File: src/rtl/ycfg_pkg.sv
// Shared types and helpers for the ycell configuration loader.
package ycfg_pkg;

  localparam int unsigned CELLS_DEF      = 4;
  localparam int unsigned BPC_DEF        = 2;
  localparam int unsigned WORD_W_DEF     = 8;
  localparam int unsigned CLR_CYCLES_DEF = 4;
  localparam int unsigned CHAIN_BITS     = CELLS_DEF * BPC_DEF;

  typedef enum logic [2:0] {
    IDLE, CLEAR, WAIT, SHIFT, RELEASE, DONE
  } state_e;

  typedef enum logic [1:0] {
    SETUP, STROBE, HOLD
  } phase_e;

  function automatic int unsigned words_per_load(input int unsigned cells,
                                                 input int unsigned bpc,
                                                 input int unsigned word_w);
    return (cells * bpc) / word_w;
  endfunction

endpackage

File: src/rtl/ycfg_serializer.sv
// Word shift register and 3-phase confclk strobe generator for the ycell chain.
// YCFG_READBACK_EN adds capture of the chain tail into rb_word.
module ycfg_serializer
  import ycfg_pkg::*;
#(
  parameter int unsigned WORD_W = WORD_W_DEF
) (
  input  logic              clk,
  input  logic              reset,
  input  logic              load,
  input  logic [WORD_W-1:0] word,
  output logic              cbitin,
  output logic              confclk,
  output logic              last_bit_c
`ifdef YCFG_READBACK_EN
  ,
  input  logic              cbitout_tail,
  output logic [WORD_W-1:0] rb_word,
  output logic              rb_valid
`endif
);

  localparam int unsigned CNT_W = $clog2(WORD_W);

  logic [WORD_W-1:0] sr;
  logic [CNT_W-1:0]  bit_cnt;
  logic              active;
  phase_e            phase;

  assign last_bit_c = active && (phase == HOLD) && (bit_cnt == CNT_W'(WORD_W - 1));

  // cbitin is only updated at the SETUP boundary so it is stable across the strobe
  always_ff @(posedge clk) begin
    if (reset) begin
      sr      <= '0;
      bit_cnt <= '0;
      active  <= 1'b0;
      phase   <= SETUP;
      cbitin  <= 1'b0;
      confclk <= 1'b0;
    end else if (load) begin
      sr      <= word;
      bit_cnt <= '0;
      active  <= 1'b1;
      phase   <= SETUP;
      cbitin  <= word[0];
      confclk <= 1'b0;
    end else if (active) begin
      case (phase)
        SETUP: begin
          phase   <= STROBE;
          confclk <= 1'b1;
        end
        STROBE: begin
          phase   <= HOLD;
          confclk <= 1'b0;
        end
        HOLD: begin
          phase <= SETUP;
          sr    <= {1'b0, sr[WORD_W-1:1]};
          if (last_bit_c) begin
            bit_cnt <= '0;
            active  <= 1'b0;
          end else begin
            bit_cnt <= bit_cnt + CNT_W'(1);
            cbitin  <= sr[1];
          end
        end
        default: phase <= SETUP;
      endcase
    end
  end

`ifdef YCFG_READBACK_EN
  // Tail bit is taken while confclk is high, before the chain advances
  always_ff @(posedge clk) begin
    if (reset) begin
      rb_word  <= '0;
      rb_valid <= 1'b0;
    end else begin
      rb_valid <= last_bit_c;
      if (active && (phase == STROBE)) begin
        rb_word <= {cbitout_tail, rb_word[WORD_W-1:1]};
      end
    end
  end
`endif

endmodule

File: src/rtl/ycfg_loader.sv
// Configuration sequencer for a ycell chain: clear, serialise host words, release.
// YCFG_READBACK_EN enables destructive readback of the previous configuration.
module ycfg_loader
  import ycfg_pkg::*;
#(
  parameter int unsigned CELLS      = CELLS_DEF,
  parameter int unsigned BPC        = BPC_DEF,
  parameter int unsigned WORD_W     = WORD_W_DEF,
  parameter int unsigned CLR_CYCLES = CLR_CYCLES_DEF
) (
  input  logic              clk,
  input  logic              reset,
  input  logic              start,
  input  logic [WORD_W-1:0] word_in,
  input  logic              word_valid,
  output logic              word_ready,
  output logic              cell_reset,
  output logic              confclk,
  output logic              cbitin,
  input  logic              cbitout_tail,
  output logic              busy,
  output logic              done
`ifdef YCFG_READBACK_EN
  ,
  output logic [WORD_W-1:0] rb_word,
  output logic              rb_valid
`endif
);

  localparam int unsigned WORDS  = words_per_load(CELLS, BPC, WORD_W);
  localparam int unsigned WCNT_W = $clog2(WORDS + 1);
  localparam int unsigned CCNT_W = $clog2(CLR_CYCLES + 1);

  if (((CELLS * BPC) % WORD_W) != 0 || WORDS < 1 || CLR_CYCLES < 1 || WORD_W < 2) begin : g_bad_cfg
    $error("ycfg_loader: CELLS*BPC must be a nonzero multiple of WORD_W (>=2), CLR_CYCLES >= 1");
  end

`ifdef YCFG_READBACK_EN
  localparam state_e LOAD_ENTRY = WAIT;
`else
  localparam state_e LOAD_ENTRY = CLEAR;
  logic unused_tail;
  assign unused_tail = cbitout_tail;
`endif

  state_e             state, state_nxt;
  logic [CCNT_W-1:0]  clr_cnt;
  logic [WCNT_W-1:0]  word_cnt, word_cnt_inc;
  logic               handshake, last_bit_c, last_word;
  logic               cell_reset_d, busy_d, done_d, word_ready_d;

  assign handshake    = word_valid && word_ready;
  assign word_cnt_inc = word_cnt + WCNT_W'(1);
  assign last_word    = (word_cnt_inc == WCNT_W'(WORDS));

  ycfg_serializer #(.WORD_W(WORD_W)) u_ser (
    .clk          (clk),
    .reset        (reset),
    .load         (handshake),
    .word         (word_in),
    .cbitin       (cbitin),
    .confclk      (confclk),
    .last_bit_c   (last_bit_c)
`ifdef YCFG_READBACK_EN
    ,
    .cbitout_tail (cbitout_tail),
    .rb_word      (rb_word),
    .rb_valid     (rb_valid)
`endif
  );

  // State register
  always_ff @(posedge clk) begin
    if (reset) state <= IDLE;
    else       state <= state_nxt;
  end

  // Next-state logic
  always_comb begin
    state_nxt = state;
    case (state)
      IDLE, DONE: if (start) state_nxt = LOAD_ENTRY;
      CLEAR:      if (clr_cnt == CCNT_W'(CLR_CYCLES - 1)) state_nxt = WAIT;
      WAIT:       if (handshake) state_nxt = SHIFT;
      SHIFT:      if (last_bit_c) state_nxt = last_word ? RELEASE : WAIT;
      RELEASE:    state_nxt = DONE;
      default:    state_nxt = IDLE;
    endcase
  end

  // Output decode from the upcoming state so the registered outputs track it
  always_comb begin
    cell_reset_d = 1'b1;
    busy_d       = 1'b0;
    done_d       = 1'b0;
    word_ready_d = 1'b0;
    case (state_nxt)
      CLEAR, SHIFT: busy_d = 1'b1;
      WAIT: begin
        busy_d       = 1'b1;
        word_ready_d = 1'b1;
      end
      RELEASE: cell_reset_d = 1'b0;
      DONE: begin
        cell_reset_d = 1'b0;
        done_d       = 1'b1;
      end
      default: ;
    endcase
  end

  always_ff @(posedge clk) begin
    if (reset) begin
      cell_reset <= 1'b1;
      busy       <= 1'b0;
      done       <= 1'b0;
      word_ready <= 1'b0;
    end else begin
      cell_reset <= cell_reset_d;
      busy       <= busy_d;
      done       <= done_d;
      word_ready <= word_ready_d;
    end
  end

  // Clear-wait and word counters
  always_ff @(posedge clk) begin
    if (reset) begin
      clr_cnt  <= '0;
      word_cnt <= '0;
    end else begin
      clr_cnt <= (state == CLEAR) ? clr_cnt + CCNT_W'(1) : '0;
      if ((state == IDLE || state == DONE) && start) word_cnt <= '0;
      else if (last_bit_c)                           word_cnt <= word_cnt_inc;
    end
  end

endmodule

File: config.mk
export PLATFORM = sky130hd
export DESIGN_NAME = ycfg_loader
export DESIGN_NICKNAME = d
export VERILOG_FILES = /design/src/rtl/ycfg_pkg.sv /design/src/rtl/ycfg_serializer.sv /design/src/rtl/ycfg_loader.sv
export SDC_FILE = /design/constraint.sdc
export NUM_CORES = 1
export LEC_CHECK = 0
export BUFFER_PORTS_ARGS = -buffer_cell sky130_fd_sc_hd__buf_2
export CORE_ASPECT_RATIO = 0.6
export CORE_UTILIZATION = 48
export CTS_CLUSTER_SIZE = 30
export DETAILED_ROUTE_END_ITERATION = 10
export PLACE_DENSITY = 0.84
export SETUP_SLACK_MARGIN = 0.4
export SLEW_MARGIN = 20
export SYNTH_ARGS = -nofsm -noshare
export SYNTH_HDL_FRONTEND = slang
export SYNTH_SLANG_ARGS = --single-unit
File: constraint.sdc
create_clock -name clk -period 1.5 [get_ports clk]
set_input_delay 0.15 -clock clk [delete_from_list [all_inputs] [get_ports clk]]
set_output_delay 0.15 -clock clk [all_outputs]
set_load 0.05 [all_outputs]
---- Yosys cells after proc, flatten, opt, wreduce, memory -nomap -nowiden ----
Index checks and enable logic that the tools add are counted.
storage, ports and cells
  output and inout bits ................... 6
  logic and storage cells ................. 76
  register bits after elaboration ......... 27
  bits of input ports ..................... 13
operators by class
  add/subtract/negate cells ............... 3
  muxes and demuxes ....................... 24
  bitwise gates (word level) .............. 1
  reduce and logical (&&, ||, !) cells .... 20
  equality and inequality tests ........... 15
operator list
  cell                                                                    number
  8-bit two-way mux                                                       3
  3-bit two-way mux                                                       6
  3-bit by 2-bit equality test with 1-bit output (second input constant)  5
  3-bit equality test (second input constant)                             5
  3-bit case mux with 5 select lines                                      1
  1-bit two-way mux                                                       12
  2-bit OR reduction                                                      5
  3-bit by 1-bit adder with 3-bit output (second input constant)          2
  3-bit by 1-bit equality test with 1-bit output (second input constant)  2
  2-bit AND reduction                                                     3
  2-bit nonzero test                                                      3
  1-bit logical AND                                                       4
  2-bit case mux with 2 select lines                                      1
  3-bit zero test                                                         1
  3-bit AND reduction                                                     1
  3-bit OR reduction                                                      1
  2-bit by 1-bit equality test with 1-bit output (second input constant)  1
  2-bit equality test (second input constant)                             1
  2-bit zero test                                                         1
  2-bit != test (second input constant)                                   1
  1-bit case mux with 2 select lines                                      1
  1-bit adder (second input constant)                                     1
  1-bit logical OR                                                        1
  1-bit NOT                                                               1

---- Longest topological paths before layout ----
  word-level depth ........................ 8
  mapped depth ............................ 6
  depth with buffers taken out ............ 6

---- Cells and area by module ----
Synthesis repeated with hierarchy kept, for this count alone.
unflattened totals
  cell total of the unflattened synthesis .. 125
  area total of the unflattened synthesis .. 1,196.1 um2
modules (own cells, without submodules)
  module           cells each  times used  area an instance (um2)
  ycfg_serializer  79          1           742.0
  ycfg_loader      46          1           454.2

---- Worst setup path after synthesis ----
No wires, ideal clock.
  path kind ............................... register to register
  start ................................... reg u_ser.bit_cnt[0]
  end ..................................... reg busy
  cell stages (with the launch flop) ...... 7
  arrival time ............................ 1.349 ns
  slack ................................... 0.025 ns
  clock period less this slack ............ 1.475 ns
  data required time ...................... 1.374 ns
  cell sequence ........................... dfxtp_1 > ha_1 > ha_1 > nand4b_1 > a211oi_1 > o22a_2 > o31ai_1
on the way
  word-level cells in the longest chain between the ends .. 7
  elaborated cells between the ends (all ways) .. 9
ends and longest elaborated chain
  what                                                                                                                     line                   source
  start, declared                                                                                                          ycfg_serializer.sv:26  logic [CNT_W-1:0] bit_cnt;
  start signal, assigned                                                                                                   ycfg_serializer.sv:65  bit_cnt <= bit_cnt + CNT_W'(1);
  3-bit equality test (*)                                                                                                  ycfg_serializer.sv:30  assign last_bit_c = active && (phase == HOLD) && (bit_cnt == CNT_W'(WORD_W - 1));
  1-bit logical AND (*)                                                                                                    ycfg_serializer.sv:30
  3-bit two-way mux (*)                                                                                                    ycfg_loader.sv:85      SHIFT: if (last_bit_c) state_nxt = last_word ? RELEASE : WAIT;
  3-bit case mux with 5 select lines (*)                                                                                   ycfg_loader.sv:81      case (state)
  3-bit by 2-bit equality test with 1-bit output / 3-bit by 1-bit equality test with 1-bit output (equally long branches)  ycfg_loader.sv:97      case (state_nxt)
  3-bit OR reduction (no line) (*)                                                                                         n/a
  1-bit two-way mux (*)                                                                                                    ycfg_loader.sv:97
  end signal, assigned                                                                                                     ycfg_loader.sv:120     busy <= busy_d;
  end, declared                                                                                                            ycfg_loader.sv:21      output logic busy,
Every way passes the cells marked *; elsewhere a longest branch is shown, timed or not.
A chain may end at the register's enable or synchronous reset.

---- Final worst setup path ----
Same ends and word-level chain as after synthesis.

==> metrics.txt <==
status finished, final reports clean; Buffers on Ports 17; crit path kind reg -> reg; async set-or-reset flop fraction in the synthesized netlist 0; most congested layer reported by global routing met2; fin nets approximately 160; CTS tree yes; Initial Utilization 0.548; max_cap viols 0; FF-to-FF End busy; dpl cells 160; DRT iter0 DRCs between 50 and 60; R2R Setup Slk 0.05 ns; number of global-route vias before repair 929; Final GP Congestion 0.725; DRT Wirelength slightly below 3000 um; number of remaining DRC errors 0; worst slack, placed 0.0732 ns; Post-Synthesis Cells 118; CTS H-Tree Depth 1; worst r2r src u_ser.bit_cnt[0]; Lkg Pwr 0.699 nW; clock buffer depth 2; Setup Viol. Count Final 0; CTS buffer count 3; syn_area_per_cell 9.28 sq um; CTS Sinks 26; Final WS setup 0.0540 ns; Final Critical Period between 1 and 1.5 ns; CP startpoint kind flop; post-synthesis sequential area ratio 0.475; final std cells w/o fill 172; slew of the pin with the lowest slew margin around 0.32 ns; Yosys cell types 30; met2 usage 0.463; die height 39.0 um; Placed Instance Area 0.00125 sq mm; number of synthesized register bits 26; initial antenna violation count 0; Final Hold Violating Endpoints 0; Worst EP arrival 1.61 ns; fmax 692 MHz; Clock transition at path regs roughly 0.1 ns; largest net degree at the start of global routing 18; Synth Warn # 0; EDFF count, synth 0; met3 Use GR 0.0765; Row Count 12; HPWL after detailed placement 1570 um; # diodes 0; die footprint approximately 0.0025 sq mm; syn nets 135; routed len/inst 16.8 um; hold depth 3; clk root buf clkbuf_8; synth-to-layout area growth 39.1%; Core Util, Final 0.763; Vias/cell 5.63; layout cell share with drive strength beyond 1 0.424; drt pass-1 iters 7; M1 GR Usage 0.279; ANT nets after route 0; path depth of the worst reg2reg path 6; first-pass GRT wire length 4330 um; Slew Limit Fails 0; die span in x 63.7 um; WHS Endpoint u_ser.sr[7]; latest clock arrival within the worst-skew pair 0.29 ns; Max VDD drop around 0.65 mV; min-delay src word_in[7]; core region area roughly 0.0020 sq mm; CTS Hold Bufs 0; Total Routing Usage GR 0.249; Power Dens Cells 813 mW/mm^2; Layout Skew 0.0130 ns; Boundary Pins 19; Worst EP required 1.66 ns; vias 969; crit path max fanout 4; Mapped Area 0.00109 sq mm; gr ovfl total 0; max_slew headroom 0.790; leading register cell type out of synthesis dfxtp_1; crit path capture type flop; Tcrit/Tclk final 0.964; Hold Path Class in -> reg; RSZ-0062 raised after global routing true; final instance area around 0.0015 sq mm; Fillers between 100 and 150
## critical path, cell delays in order, from the launching register on
cell and delay [ns]:
dfxtp_2 0.37, ha_4 0.14, ha_4 0.14, nand4b_1 0.15, a211oi_2 0.24, o22a_2 0.21
o31ai_1 0.07
## cells in the mapped netlist (2+ instances only)
cell | count | area (sq um)
ha_1 | 4 | 50.1
inv_1 | 5 | 18.8
nor2_1 | 19 | 71.3
nand3_1 | 3 | 15.0
nand2_1 | 6 | 22.5
a21oi_1 | 9 | 45.0
nor3_1 | 3 | 15.0
clkbuf_1 | 4 | 15.0
nor3b_1 | 3 | 22.5
o21ai_0 | 3 | 15.0
mux2i_1 | 7 | 70.1
a211oi_1 | 7 | 52.6
nand2b_1 | 2 | 12.5
xor2_1 | 2 | 17.5
dfxtp_1 | 26 | 521
## worst max path at each step
stage	startpoint	endpoint	depth (start not counted)
after floorplan	u_ser.bit_cnt[0]	busy	6
after global placement	u_ser.bit_cnt[0]	busy	6
after detailed placement	u_ser.bit_cnt[0]	busy	6
after CTS	clr_cnt[0]	busy	6
after global routing	u_ser.bit_cnt[0]	busy	6
final	u_ser.bit_cnt[0]	busy	6
## layer usage
layer / wire, um / part of all wire
met1: 1190 / 0.41
met2: 1400 / 0.49
met3: 205 / 0.071
met4: 89 / 0.031
met5: 0 / 0
## state kept, by name, indices dropped and copies added, names as in the netlist
register,count
done,1
u_ser.active,1
u_ser.sr,7
u_ser.phase,2
u_ser.cbitin,1
u_ser.confclk,1
busy,1
word_cnt,1
word_ready,1
cell_reset,1
clr_cnt,3
u_ser.bit_cnt,3
state,3
## cells in the final DEF, fill, tap and decap left out, types with 4 or more instances in the layout
cell	synthesis	final
nor2_1	19	19
dfxtp_1	26	17
buf_2	0	17
mux2i_1	7	7
a21oi_1	9	7
a211oi_1	7	6
dfxtp_2	0	6
buf_4	1	5
inv_1	5	4
nand2_1	6	4
ha_4	0	4
clkbuf_8	0	4
## what timing repair did
action / in CTS / in global routing
setup endpoints to repair: 20 / 20
pin swaps: 11 / 10
setup buffers: 4 / 3
gates resized for setup: 23 / 8
gates cloned: 1 / 0
## final cells by class
class | count | area (sq um) | area share
Timing Repair Buffer | 28 | 224 | 0.147
Clock buffer | 4 | 55.1 | 0.0362
Tap cell | 28 | 35.0 | 0.0230
Inverter | 5 | 18.8 | 0.0123
Multi-Input combinational cell | 81 | 651 | 0.427
Sequential cell | 26 | 539 | 0.354
## through the flow
step	hold WS [ns]	power (mW)	TNS, ns
floorplan	0.312	0.756	0
global placement	0.411	0.776	0
detailed placement	0.432	0.778	0
CTS	0.147	1.22	0
global route	0.157	1.28	-0.0473
finish	0.142	1.24	0
## where the power goes
part | leakage (nW) | internal, mW | total (mW) | switching (mW)
combinational | 0.455 | 0.0276 | 0.0676 | 0.0400
clock | 0.0288 | 0.236 | 0.470 | 0.235
sequential | 0.215 | 0.692 | 0.700 | 0.00832
total | 0.699 | 0.955 | 1.24 | 0.283
## cell families (layout without fill, tap and decap cells)
kind of cell | after synthesis | after routing | synth area share
compound gates | 24 | 24 | 0.141
xor+xnor | 2 | 2 | 0.0160
fa+ha+maj | 4 | 4 | 0.0457
buf+inv | 11 | 37 | 0.0423
flops | 26 | 26 | 0.475
mux | 7 | 7 | 0.0640
simple gates | 44 | 44 | 0.216
No activity file was read; power rests on OpenSTA's default activity.
